**src/rtl/jahangir_pkg.sv**
```systemverilog
// Shared definitions for the Jahangir MIPS32 pipeline: datapath width,
// reset defaults and the instruction-fetch FSM encoding.
package jahangir_pkg;

   localparam int XLEN = 32;

   localparam logic [XLEN-1:0] INST_NOP         = 32'h0000_0000;
   localparam logic [XLEN-1:0] DEFAULT_RESET_PC = 32'h0000_0000;

   typedef enum logic [1:0] {
      ST_FETCH = 2'd0,
      ST_KILL  = 2'd1,
      ST_FULL  = 2'd2
   } fetch_state_e;

   function automatic logic [XLEN-1:0] word_align(input logic [XLEN-1:0] addr);
      return addr & {{(XLEN-2){1'b1}}, 2'b00};
   endfunction

endpackage

```
**src/rtl/fetch_skid.sv**
```systemverilog
// One-entry {pc, inst} holding buffer that absorbs the word returned while
// decode is stalled. Flush wins over load, load wins over unload.
module fetch_skid
   import jahangir_pkg::*;
(
   input  logic            clk,
   input  logic            rst,
   input  logic            load_i,
   input  logic            unload_i,
   input  logic            flush_i,
   input  logic [XLEN-1:0] pc_i,
   input  logic [XLEN-1:0] inst_i,
   output logic            valid_o,
   output logic [XLEN-1:0] pc_o,
   output logic [XLEN-1:0] inst_o
);

   logic            valid_q, valid_d;
   logic [XLEN-1:0] pc_q, pc_d;
   logic [XLEN-1:0] inst_q, inst_d;

   // NOTE: every always_comb output gets a default first so no latch is inferred.
   always_comb begin
      valid_d = valid_q;
      pc_d    = pc_q;
      inst_d  = inst_q;
      if (flush_i) begin
         valid_d = 1'b0;
      end else if (load_i) begin
         valid_d = 1'b1;
         pc_d    = pc_i;
         inst_d  = inst_i;
      end else if (unload_i) begin
         valid_d = 1'b0;
      end
   end

   // NOTE: sequential state uses non-blocking assignments only.
   always_ff @(posedge clk or posedge rst) begin
      if (rst) begin
         valid_q <= 1'b0;
         pc_q    <= '0;
         inst_q  <= INST_NOP;
      end else begin
         valid_q <= valid_d;
         pc_q    <= pc_d;
         inst_q  <= inst_d;
      end
   end

   assign valid_o = valid_q;
   assign pc_o    = pc_q;
   assign inst_o  = inst_q;

endmodule

```
**src/rtl/if_fetch.sv**
```systemverilog
// MIPS32 instruction-fetch stage: owns the PC, runs the imem req/ack
// handshake and presents {pc, inst, valid} to the IF/ID register.
module if_fetch
   import jahangir_pkg::*;
#(
   parameter logic [XLEN-1:0] RESET_PC = DEFAULT_RESET_PC
) (
   input  logic            clk,
   input  logic            rst,
   input  logic            stall_i,
   input  logic            br_taken_i,
   input  logic [XLEN-1:0] br_target_i,
   output logic            imem_req_o,
   output logic [XLEN-1:0] imem_addr_o,
   input  logic            imem_ack_i,
   input  logic [XLEN-1:0] imem_rdata_i,
   output logic [XLEN-1:0] if_pc_o,
   output logic [XLEN-1:0] if_inst_o,
   output logic            if_valid_o
);

   fetch_state_e    state_q, state_d;
   logic [XLEN-1:0] pc_q, pc_d;
   logic [XLEN-1:0] kill_addr_q, kill_addr_d;
   logic [XLEN-1:0] out_pc_q, out_pc_d;
   logic [XLEN-1:0] out_inst_q, out_inst_d;
   logic            out_valid_q, out_valid_d;
   logic            run_q;
   logic            ack_v, consume;
   logic            skid_load, skid_unload, skid_flush, skid_valid;
   logic [XLEN-1:0] skid_pc, skid_inst;

   always_ff @(posedge clk or posedge rst) begin
      if (rst) state_q <= ST_FETCH;
      else     state_q <= state_d;
   end

   always_comb begin
      state_d = state_q;
      if (br_taken_i) begin
         unique case (state_q)
            ST_FETCH: state_d = (imem_req_o && !ack_v) ? ST_KILL : ST_FETCH;
            ST_KILL:  state_d = ack_v ? ST_FETCH : ST_KILL;
            default:  state_d = ST_FETCH;
         endcase
      end else begin
         unique case (state_q)
            ST_FETCH: if (ack_v && !consume) state_d = ST_FULL;
            ST_KILL:  if (ack_v) state_d = ST_FETCH;
            ST_FULL:  if (!stall_i) state_d = ST_FETCH;
            default:  state_d = ST_FETCH;
         endcase
      end
   end

   // The request is held off for the first cycle so nothing is issued while rst is high.
   always_comb begin
      imem_req_o  = run_q && (state_q != ST_FULL);
      imem_addr_o = (state_q == ST_KILL) ? kill_addr_q : pc_q;
      ack_v       = imem_ack_i && imem_req_o;
      consume     = !out_valid_q || !stall_i;
   end

   always_comb begin
      pc_d        = pc_q;
      kill_addr_d = kill_addr_q;
      out_pc_d    = out_pc_q;
      out_inst_d  = out_inst_q;
      out_valid_d = out_valid_q;
      skid_load   = 1'b0;
      skid_unload = 1'b0;
      skid_flush  = 1'b0;
      if (br_taken_i) begin
         pc_d        = word_align(br_target_i);
         out_valid_d = 1'b0;
         skid_flush  = 1'b1;
         if (state_q == ST_FETCH) kill_addr_d = pc_q;
      end else begin
         unique case (state_q)
            ST_FETCH: begin
               if (ack_v) begin
                  pc_d = pc_q + XLEN'(4);
                  if (consume) begin
                     out_pc_d    = pc_q;
                     out_inst_d  = imem_rdata_i;
                     out_valid_d = 1'b1;
                  end else begin
                     skid_load = 1'b1;
                  end
               end else if (!stall_i) begin
                  out_valid_d = 1'b0;
               end
            end
            ST_FULL: begin
               if (!stall_i) begin
                  out_pc_d    = skid_pc;
                  out_inst_d  = skid_inst;
                  out_valid_d = skid_valid;
                  skid_unload = 1'b1;
               end
            end
            default: begin
               if (!stall_i) out_valid_d = 1'b0;
            end
         endcase
      end
   end

   always_ff @(posedge clk or posedge rst) begin
      if (rst) begin
         run_q       <= 1'b0;
         pc_q        <= RESET_PC;
         kill_addr_q <= RESET_PC;
         out_pc_q    <= '0;
         out_inst_q  <= INST_NOP;
         out_valid_q <= 1'b0;
      end else begin
         run_q       <= 1'b1;
         pc_q        <= pc_d;
         kill_addr_q <= kill_addr_d;
         out_pc_q    <= out_pc_d;
         out_inst_q  <= out_inst_d;
         out_valid_q <= out_valid_d;
      end
   end

   fetch_skid u_skid (
      .clk      (clk),
      .rst      (rst),
      .load_i   (skid_load),
      .unload_i (skid_unload),
      .flush_i  (skid_flush),
      .pc_i     (pc_q),
      .inst_i   (imem_rdata_i),
      .valid_o  (skid_valid),
      .pc_o     (skid_pc),
      .inst_o   (skid_inst)
   );

   assign if_pc_o    = out_pc_q;
   assign if_inst_o  = out_inst_q;
   assign if_valid_o = out_valid_q;

endmodule
```
**config.mk**
```make
export PLATFORM = sky130hd
export DESIGN_NAME = if_fetch
export DESIGN_NICKNAME = d
export VERILOG_FILES = /design/src/rtl/jahangir_pkg.sv /design/src/rtl/fetch_skid.sv /design/src/rtl/if_fetch.sv
export SDC_FILE = /design/constraint.sdc
export NUM_CORES = 1
export LEC_CHECK = 0
export CAP_MARGIN = 20
export CORE_MARGIN = 4
export CORE_UTILIZATION = 55
export DETAILED_ROUTE_END_ITERATION = 10
export GPL_ROUTABILITY_DRIVEN = 0
export PLACE_DENSITY = 0.93
export SLEW_MARGIN = 0
export SYNTH_ARGS = -nofsm -noshare
export SYNTH_HDL_FRONTEND = slang
export SYNTH_SLANG_ARGS = --single-unit
```
**constraint.sdc**
```tcl
create_clock -name clk -period 16.3 [get_ports clk]
set_input_delay 3.26 -clock clk [delete_from_list [all_inputs] [get_ports clk]]
set_output_delay 3.26 -clock clk [all_outputs]
set_load 0.01 [all_outputs]
```
Yosys cells after proc, flatten, opt, wreduce, memory -nomap -nowiden
Index checks and enable logic that the tools add are counted.
{"block": "classes", "mul": 0, "order_cmp": 0, "n_eq_ne": 10, "n_reduce_logical": 20, "div": 0, "n_bitwise": 2, "shift": 0, "mux": 37, "add_sub_neg": 1}
{"cell": "two-way mux 32 bit", "n": 10}
{"cell": "case mux 32 bit (2 select lines)", "n": 2}
{"cell": "adder 32 x 3 -> 32 bit (second input constant)", "n": 1}
{"cell": "two-way mux 1 bit", "n": 18}
{"cell": "inequality test 3 bit (second input constant)", "n": 3}
{"cell": "two-way mux 2 bit", "n": 4}
{"cell": "inequality test 2 bit (second input constant)", "n": 4}
{"cell": "AND reduction 2 bit", "n": 4}
{"cell": "case mux 2 bit (3 select lines)", "n": 1}
{"cell": "nonzero test 2 bit", "n": 3}
{"cell": "AND reduction 5 bit", "n": 1}
{"cell": "logical AND 1 bit", "n": 4}
{"cell": "zero test 1 bit", "n": 4}
{"cell": "inequality test 4 bit (second input constant)", "n": 1}
{"cell": "case mux 1 bit (2 select lines)", "n": 2}
{"cell": "AND reduction 3 bit", "n": 1}
{"cell": "nonzero test 3 bit", "n": 1}
{"cell": "== test 2 x 1 -> 1 bit (second input constant)", "n": 1}
{"cell": "== test 2 bit (second input constant)", "n": 1}
{"cell": "zero test 2 bit", "n": 1}
{"cell": "NOT 1 bit", "n": 2}
{"cell": "logical OR 1 bit", "n": 1}
{"block": "word_totals", "latch_bits": 0, "in_bits": 69, "mem_bits_rw": 0, "elab_cells": 80, "register_bits": 197, "n_memories": 0, "romBits": 0}

Longest topological paths before layout
Gate-level depths: netlist (run 1).
{"block": "logic_depth", "word_depth": 8, "ltp_mapped": 7, "mapped_depth_nobuf": 5}

Modules after synthesis
From an unflattened synthesis (run 1), not the netlist that was laid out.
{"block": "hier_totals", "cells_unflattened": 757, "area_unflattened_um2": 9141.3}
{"mod": "if_fetch", "cells_per_inst": 616, "instances": 1, "seq_area_each_um2": 3203.1, "area_each_um2": 6396.1}
{"mod": "fetch_skid", "cells_per_inst": 141, "instances": 1, "seq_area_each_um2": 1626.6, "area_each_um2": 2745.1}

Worst setup path before layout (run 1)
No wires, ideal clock.
{"block": "synth_path", "path_kind": "reg-to-output", "start": "register state_q[0]", "end": "output imem_addr_o[10]", "stages_incl_launch_ff": 5, "t_arrival_ns": 1.462, "n_path_buf": 2, "path_slack_ns": 11.578, "t_required_ns": 13.040, "cell_sequence": "dfrtp_1 nor2b_1 clkbuf_1 clkbuf_1 mux2_2"}
{"block": "synth_via", "elab_chain_cells": 2}
{"element": "start, declared", "line": "if_fetch.sv:22", "text": "fetch_state_e state_q, state_d;"}
{"element": "start signal, assigned", "line": "if_fetch.sv:35", "text": "else state_q <= state_d;"}
{"element": "== test 2 x 1 -> 1 bit", "line": "if_fetch.sv:59", "text": "imem_addr_o = (state_q == ST_KILL) ? kill_addr_q : pc_q;"}
{"element": "two-way mux 32 bit", "line": "if_fetch.sv:59"}
{"element": "end, declared", "line": "if_fetch.sv:14", "text": "output logic [XLEN-1:0] imem_addr_o,"}
No other way between the ends.

Worst setup path in the final report (run 1)
{"block": "layout_path", "start": "register state_q[0]", "end": "output imem_addr_o[29]"}
Same word-level chain as after synthesis.

==> results.cfg, run 1 <==
[clock_tree]
post_cts_resize_count = 0
clockBufferDepth = 2
cts_setup_buffers = 0
ctsRootBufferMaster = clkbuf_16
cts_buffers = 17
hold_buffers = 0
clk_pin_slew_ps = 70
clock_latency_ps = 430
clock_sinks = 189
tritoncts = built
cts_max_level = 4

[yosys]
synthTopCellsByArea = dfrtp_1 53%, mux2_2 22%, nand2_1 8.7%
synth_top_family_by_area = multiplexers
synth_top_area_share_pct = 52.9
synthSimpleGateAreaFrac_pct = 15.0
synth_warnings = 0
yosysTopAreaCell = dfrtp_1
syn_inst = 802
synth_cell_types = 44
syn_area_per_cell_um2 = 11.1
synth_xor_area_share_pct = 0.784
ys_seq_elements = 189
synth_fa_ha_area_share_pct = 0.140
yosysSeqAreaShare_pct = 52.9
synthMuxAreaShare_pct = 22.9
syn_area_mm2 = 0.00893
synth_compound_area_share_pct = 4.20

[cells_and_area]
n_antenna_cell = 0
design_area_mm2 = 0.0112
syn_to_final_growth_pct = 25.2
final_nets = 996
drive_gt1_share_pct = 24.3
final_core_util_pct = 70.4

[grt]
antenna_found_initial = 0
grt_overflow = 0
grt_pass1_wl_mm = 34.8
grt_max_degree = 112
gr-usage-all-layers_pct = 24.2
grt_pass1_vias = 6852

[place]
port_buffers = 160
placed_cell_area_mm2 = 0.0106
dp_hpwl_mm = 13.8
pre_cts_ws_ps = 10070

[sta]
rsz0062_at_grt = no
fin_crit_ps = 5980
relSlewSlack_pct = 31.7
setup-tns-final_ps = 0
fmax_ghz = 0.167
slew_viol_final = 0
fin_crit_sh_pct = 36.7
setup_ws_ps = 10320
setup-violations-final = 0
hold_violations = 0
worst_pin_slew_ps = 1020
finalClockSkew_ps = 10.2

[drt]
route.detailed.drc = 0
num_vias = 6526
drt_iter0_markers = 495
first_pass_iters = 5
drt-total-wl_mm = 21.7
wl_per_cell_um = 18.8
drt-vias-per-instance = 5.65
final_antenna_net_count = 0

[setup_path]
required_ps = 13040
path_class = reg -> out
worstSetupEndpointType = output port
crit_fanout = 33
startpoint_type = register
r2r_cells = 5
cp_data_arrival_time_ps = 2720

[job]
drv_cap = 0

[die]
start_util_pct = 56.2
row_count = 46
die-area_mm2 = 0.0183
fp.dieH_um = 135
die_width_um = 135
pin_count = 167
core_mm2 = 0.0159

[power]
p_per_area_mw_per_mm2 = 124
power_mw = 1.38
p_leak_nw = 4.94
vdd_drop_max_mv = 0.0710

[hold_path]
min_path_cells = 1
holdCritPathClass = reg -> reg

[status]
status = finished, final reports clean
per-stage QoR:
stage	hold slack, ps	std cells
detailed placement	482	1123
finish	492	1155
floorplan	463	805
CTS	495	1155
global route	518	1155
global placement	471	1123
state kept, by name, summed over array words and instances (netlist names):
signal          flops
if_inst_o          32
if_pc_o            30
if_valid_o          1
kill_addr_q        30
pc_q               30
run_q               1
state_q             2
u_skid.inst_o      32
u_skid.pc_o        30
u_skid.valid_o      1
metal layers:
metal / GRT usage (%) / up-vias / wire [µm]
li1: - / 3004 / -
met1: 30.3 / 3312 / 8860
met2: 41.7 / 182 / 11100
met3: 5.39 / 28 / 1250
met4: 8.29 / 0 / 428
met5: 0 / - / 0
path summary, 6_finish.rpt:
kind / startpoint / endpoint / slack (ps)
worst max-delay path: state_q[0]$_DFFE_PP0P_ / imem_addr_o[29] / 10320
min in group asynchronous: rst / if_pc_o[25]$_DFFE_PP0P_ / 3370
worst max register to register: state_q[1]$_DFFE_PP0P_ / if_pc_o[22]$_DFFE_PP0P_ / 13290
worst min-delay path: if_pc_o[19]$_DFFE_PP0P_ / if_pc_o[19]$_DFFE_PP0P_ / 490
worst min register to register: if_pc_o[19]$_DFFE_PP0P_ / if_pc_o[19]$_DFFE_PP0P_ / 490
max in group asynchronous: rst / u_skid.inst_o[6]$_DFFE_PP0P_ / 11440
worst max-delay path: stages (launching register included):
cell	delay, ps
dfrtp_1	470
nor2b_4	880
mux2_2	430
clkdlybuf4s50_1	510
final cells by class:
| type | instances | area (µm²) |
|---|---|---|
| Timing Repair Buffer | 167 | 1650 |
| Clock inverter | 14 | 181 |
| Sequential cell | 189 | 4730 |
| Fill cell | 1151 | 4700 |
| Tap cell | 216 | 270 |
| Clock buffer | 18 | 429 |
| Inverter | 5 | 26.3 |
| Multi-Input combinational cell | 546 | 3890 |
synthesized netlist by cell type, drive strengths merged:
library cell	n
or4	18
xnor2	3
ha	1
and2	2
nand2b	3
nor3	1
and4bb	1
a31oi	15
conb	2
nor2	18
inv	5
mux2	181
a311oi	1
o21bai	1
clkbuf	30
a21o	1
a21oi	2
a211oi	1
mux2i	1
nand4	12
or3	3
and4	6
nand2	206
o21ai	17
buf	35
and3	5
nand3	12
o211ai	6
nor2b	4
dfrtp	189
a221oi	1
nand3b	1
xor2	5
o31ai	13
cell usage in the layout (no fill, tap or decap), types with 7 or more instances in the layout:
| master | netlist | final |
|---|---|---|
| a31oi_1 | 15 | 15 |
| buf_4 | 11 | 7 |
| clkbuf_16 | 0 | 17 |
| clkdlybuf4s50_1 | 0 | 160 |
| dfrtp_1 | 189 | 189 |
| mux2_2 | 176 | 176 |
| nand2_1 | 206 | 206 |
| nand3_1 | 12 | 12 |
| nand4_1 | 9 | 9 |
| nor2_1 | 18 | 18 |
| o21ai_0 | 17 | 17 |
| o31ai_1 | 13 | 13 |
| or4_1 | 18 | 18 |
report_power, final:
group          switching, mW  internal (mW)
Combinational          0.130          0.204
Clock                  0.189          0.245
Sequential            0.0589          0.556
cell families after synthesis:
family	after synthesis
AND/OR/NAND/NOR	292
multiplexers	182
flip-flops	189
AO/OA/AOI/OAI	58
other	2
buffers and inverters	70
XOR/XNOR	8
adder cells (fa/ha/maj)	1
Note: power is estimated with default switching activity, not from simulation.
==> inputs of run 2 (changes only) <==
--- a/config.mk
+++ b/config.mk
@@ -7,10 +7,10 @@
 export LEC_CHECK = 0
 export CAP_MARGIN = 20
 export CORE_MARGIN = 4
-export CORE_UTILIZATION = 55
+export CORE_UTILIZATION = 48
 export DETAILED_ROUTE_END_ITERATION = 10
 export GPL_ROUTABILITY_DRIVEN = 0
-export PLACE_DENSITY = 0.93
+export PLACE_DENSITY = 0.86
 export SLEW_MARGIN = 0
 export SYNTH_ARGS = -nofsm -noshare
 export SYNTH_HDL_FRONTEND = slang
==> constraint.sdc (replaced) <==
create_clock -name clk -period 5.1 [get_ports clk]
set_input_delay 1.02 -clock clk [delete_from_list [all_inputs] [get_ports clk]]
set_output_delay 1.02 -clock clk [all_outputs]
set_load 0.01 [all_outputs]
==> run 2 against run 1 <==
  * Cell count grew 1.2%
  * Register-to-register slack lost 11000 ps
  * Combinational power grew to 3.1 times the previous value
  * Sequential power grew to 3.2 times the previous value
  * Largest cell class unchanged
  * Setup slack lost 9000 ps
  * Clock power grew to 3.1 times the previous value
  * Critical endpoint is now imem_addr_o[31]
==> results.cfg, run 2 (same netlist as run 1, synthesis figures left out) <==
[status]
status = finished, final reports clean

[sta]
finalClockSkew_ps = 10.4
rsz0062_at_grt = no
fin_crit_sh_pct = 73.7
slew_viol_final = 0
fmax_ghz = 0.266
setup-violations-final = 0
setup-tns-final_ps = 0
fin_crit_ps = 3760
setup_ws_ps = 1340
hold_violations = 0
worst_pin_slew_ps = 1030
relSlewSlack_pct = 31.3

[clock_tree]
cts_buffers = 17
hold_buffers = 0
clockBufferDepth = 2
ctsRootBufferMaster = clkbuf_16
clk_pin_slew_ps = 80
clock_sinks = 189
cts_setup_buffers = 0
clock_latency_ps = 430
tritoncts = built
post_cts_resize_count = 0
cts_max_level = 4

[place]
pre_cts_ws_ps = 1600
dp_hpwl_mm = 13.2
port_buffers = 160

[drt]
drt-vias-per-instance = 5.49
final_antenna_net_count = 0
drt_iter0_markers = 343
route.detailed.drc = 0
num_vias = 6422
wl_per_cell_um = 17.7
first_pass_iters = 5
routedLengthMet1_mm = 8.93
maxUsedRoutingLayer = met4
drt-total-wl_mm = 20.7
wl_met2_mm = 10.2
wl_met3_mm = 1.38

[setup_path]
worstSetupEndpointType = output port
startpoint_type = register
critical_path_buf_inv_count = 1
cp_data_arrival_time_ps = 2740
r2r_setup_slack_ps = 2550
crit_fanout = 33
max_stage_delay_ps = 890
required_ps = 4080
crit_chain = nor2b_4, mux2_2, clkdlybuf4s50_1
crit_slowest_cell = nor2b_4
crit_family = simple AND/OR/NAND/NOR gates
path_class = reg -> out

[die]
core_mm2 = 0.0181
die-area_mm2 = 0.0209
die_width_um = 144
start_util_pct = 49.2
row_count = 49
pin_count = 167
fp.dieH_um = 144

[job]
drv_cap = 0

[cells_and_area]
drive_gt1_share_pct = 24.5
syn_to_final_growth_pct = 25.6
final_nets = 997
n_antenna_cell = 0
final_core_util_pct = 61.8
mostFrequentLayoutCell = nand2_1
final_cell_mix = 206 x nand2_1, 189 x dfrtp_1, 176 x mux2_2, 160 x clkdlybuf4s50_1

[power]
p_leak_nw = 4.95
vdd_drop_max_mv = 0.247
p_per_area_mw_per_mm2 = 388

[grt]
grt_max_degree = 190
antenna_found_initial = 0
grt_pass1_wl_mm = 33.5
grt_pass1_vias = 6613
grt_overflow = 0
gr-usage-all-layers_pct = 20.4

[hold_path]
holdCritPathClass = reg -> reg
run 2: cell count changes in the layout (fill, tap and decap cells not counted):
cell        delta
buf_12         +2
bufinv_16      -2
clkinv_8       +2
inv_6          +2
buf_4          -1
clkbuf_1       -1
clkinv_2       -1
clkinv_4       +1
clkinvlp_4     -1
run 2: per-stage QoR:
step	cell area (µm²)	hold WS [ps]	cells	power (mW)
6_report	11200	497	1169	4.36
5_1_grt	11200	515	1169	4.57
4_1_cts	11200	498	1169	4.40
3_5_place_dp	10600	485	1137	3.05
3_3_place_gp	10600	475	1137	3.01
2_1_floorplan	8950	463	805	2.47
run 2: per-layer routing:
metal,track usage [%],vias up
met5,0,-
met3,5.95,20
li1,-,3009
met4,5.40,0
met2,33.9,186
met1,26.3,3207
run 2: cell type report:
type | count | area [µm²]
fill | 1412 | 6930
sequential | 189 | 4730
multi-input combinational | 546 | 3890
timing repair buffer | 168 | 1690
clock buffer | 17 | 425
tap | 229 | 287
clock inverter | 15 | 171
inverter | 5 | 22.5
run 2: report_power, final:
| part | total, mW | switching, mW | internal (mW) |
|---|---|---|---|
| Sequential | 1.96 | 0.183 | 1.77 |
| Clock | 1.34 | 0.641 | 0.703 |
| Combinational | 1.05 | 0.402 | 0.653 |
| Total | 4.36 | 1.23 | 3.13 |
run 2: worst paths after layout:
path	depth (start not counted)	start	to
max	3	state_q[0]$_DFFE_PP0P_	imem_addr_o[31]
min	1	if_inst_o[22]$_DFFE_PP0P_	if_inst_o[22]$_DFFE_PP0P_
max reg2reg	4	state_q[1]$_DFFE_PP0P_	u_skid.inst_o[28]$_DFFE_PP0P_
min reg2reg	1	if_inst_o[22]$_DFFE_PP0P_	if_inst_o[22]$_DFFE_PP0P_
max in group asynchronous	3	rst	kill_addr_q[9]$_DFFE_PP0P_
min in group asynchronous	3	rst	if_inst_o[15]$_DFFE_PP0P_
run 2: worst reg2reg max path, stage by stage (launching register included):
cell and delay, ps:
dfrtp_1 470, and4bb_4 530, and3_2 720, buf_12 330, mux2_2 400
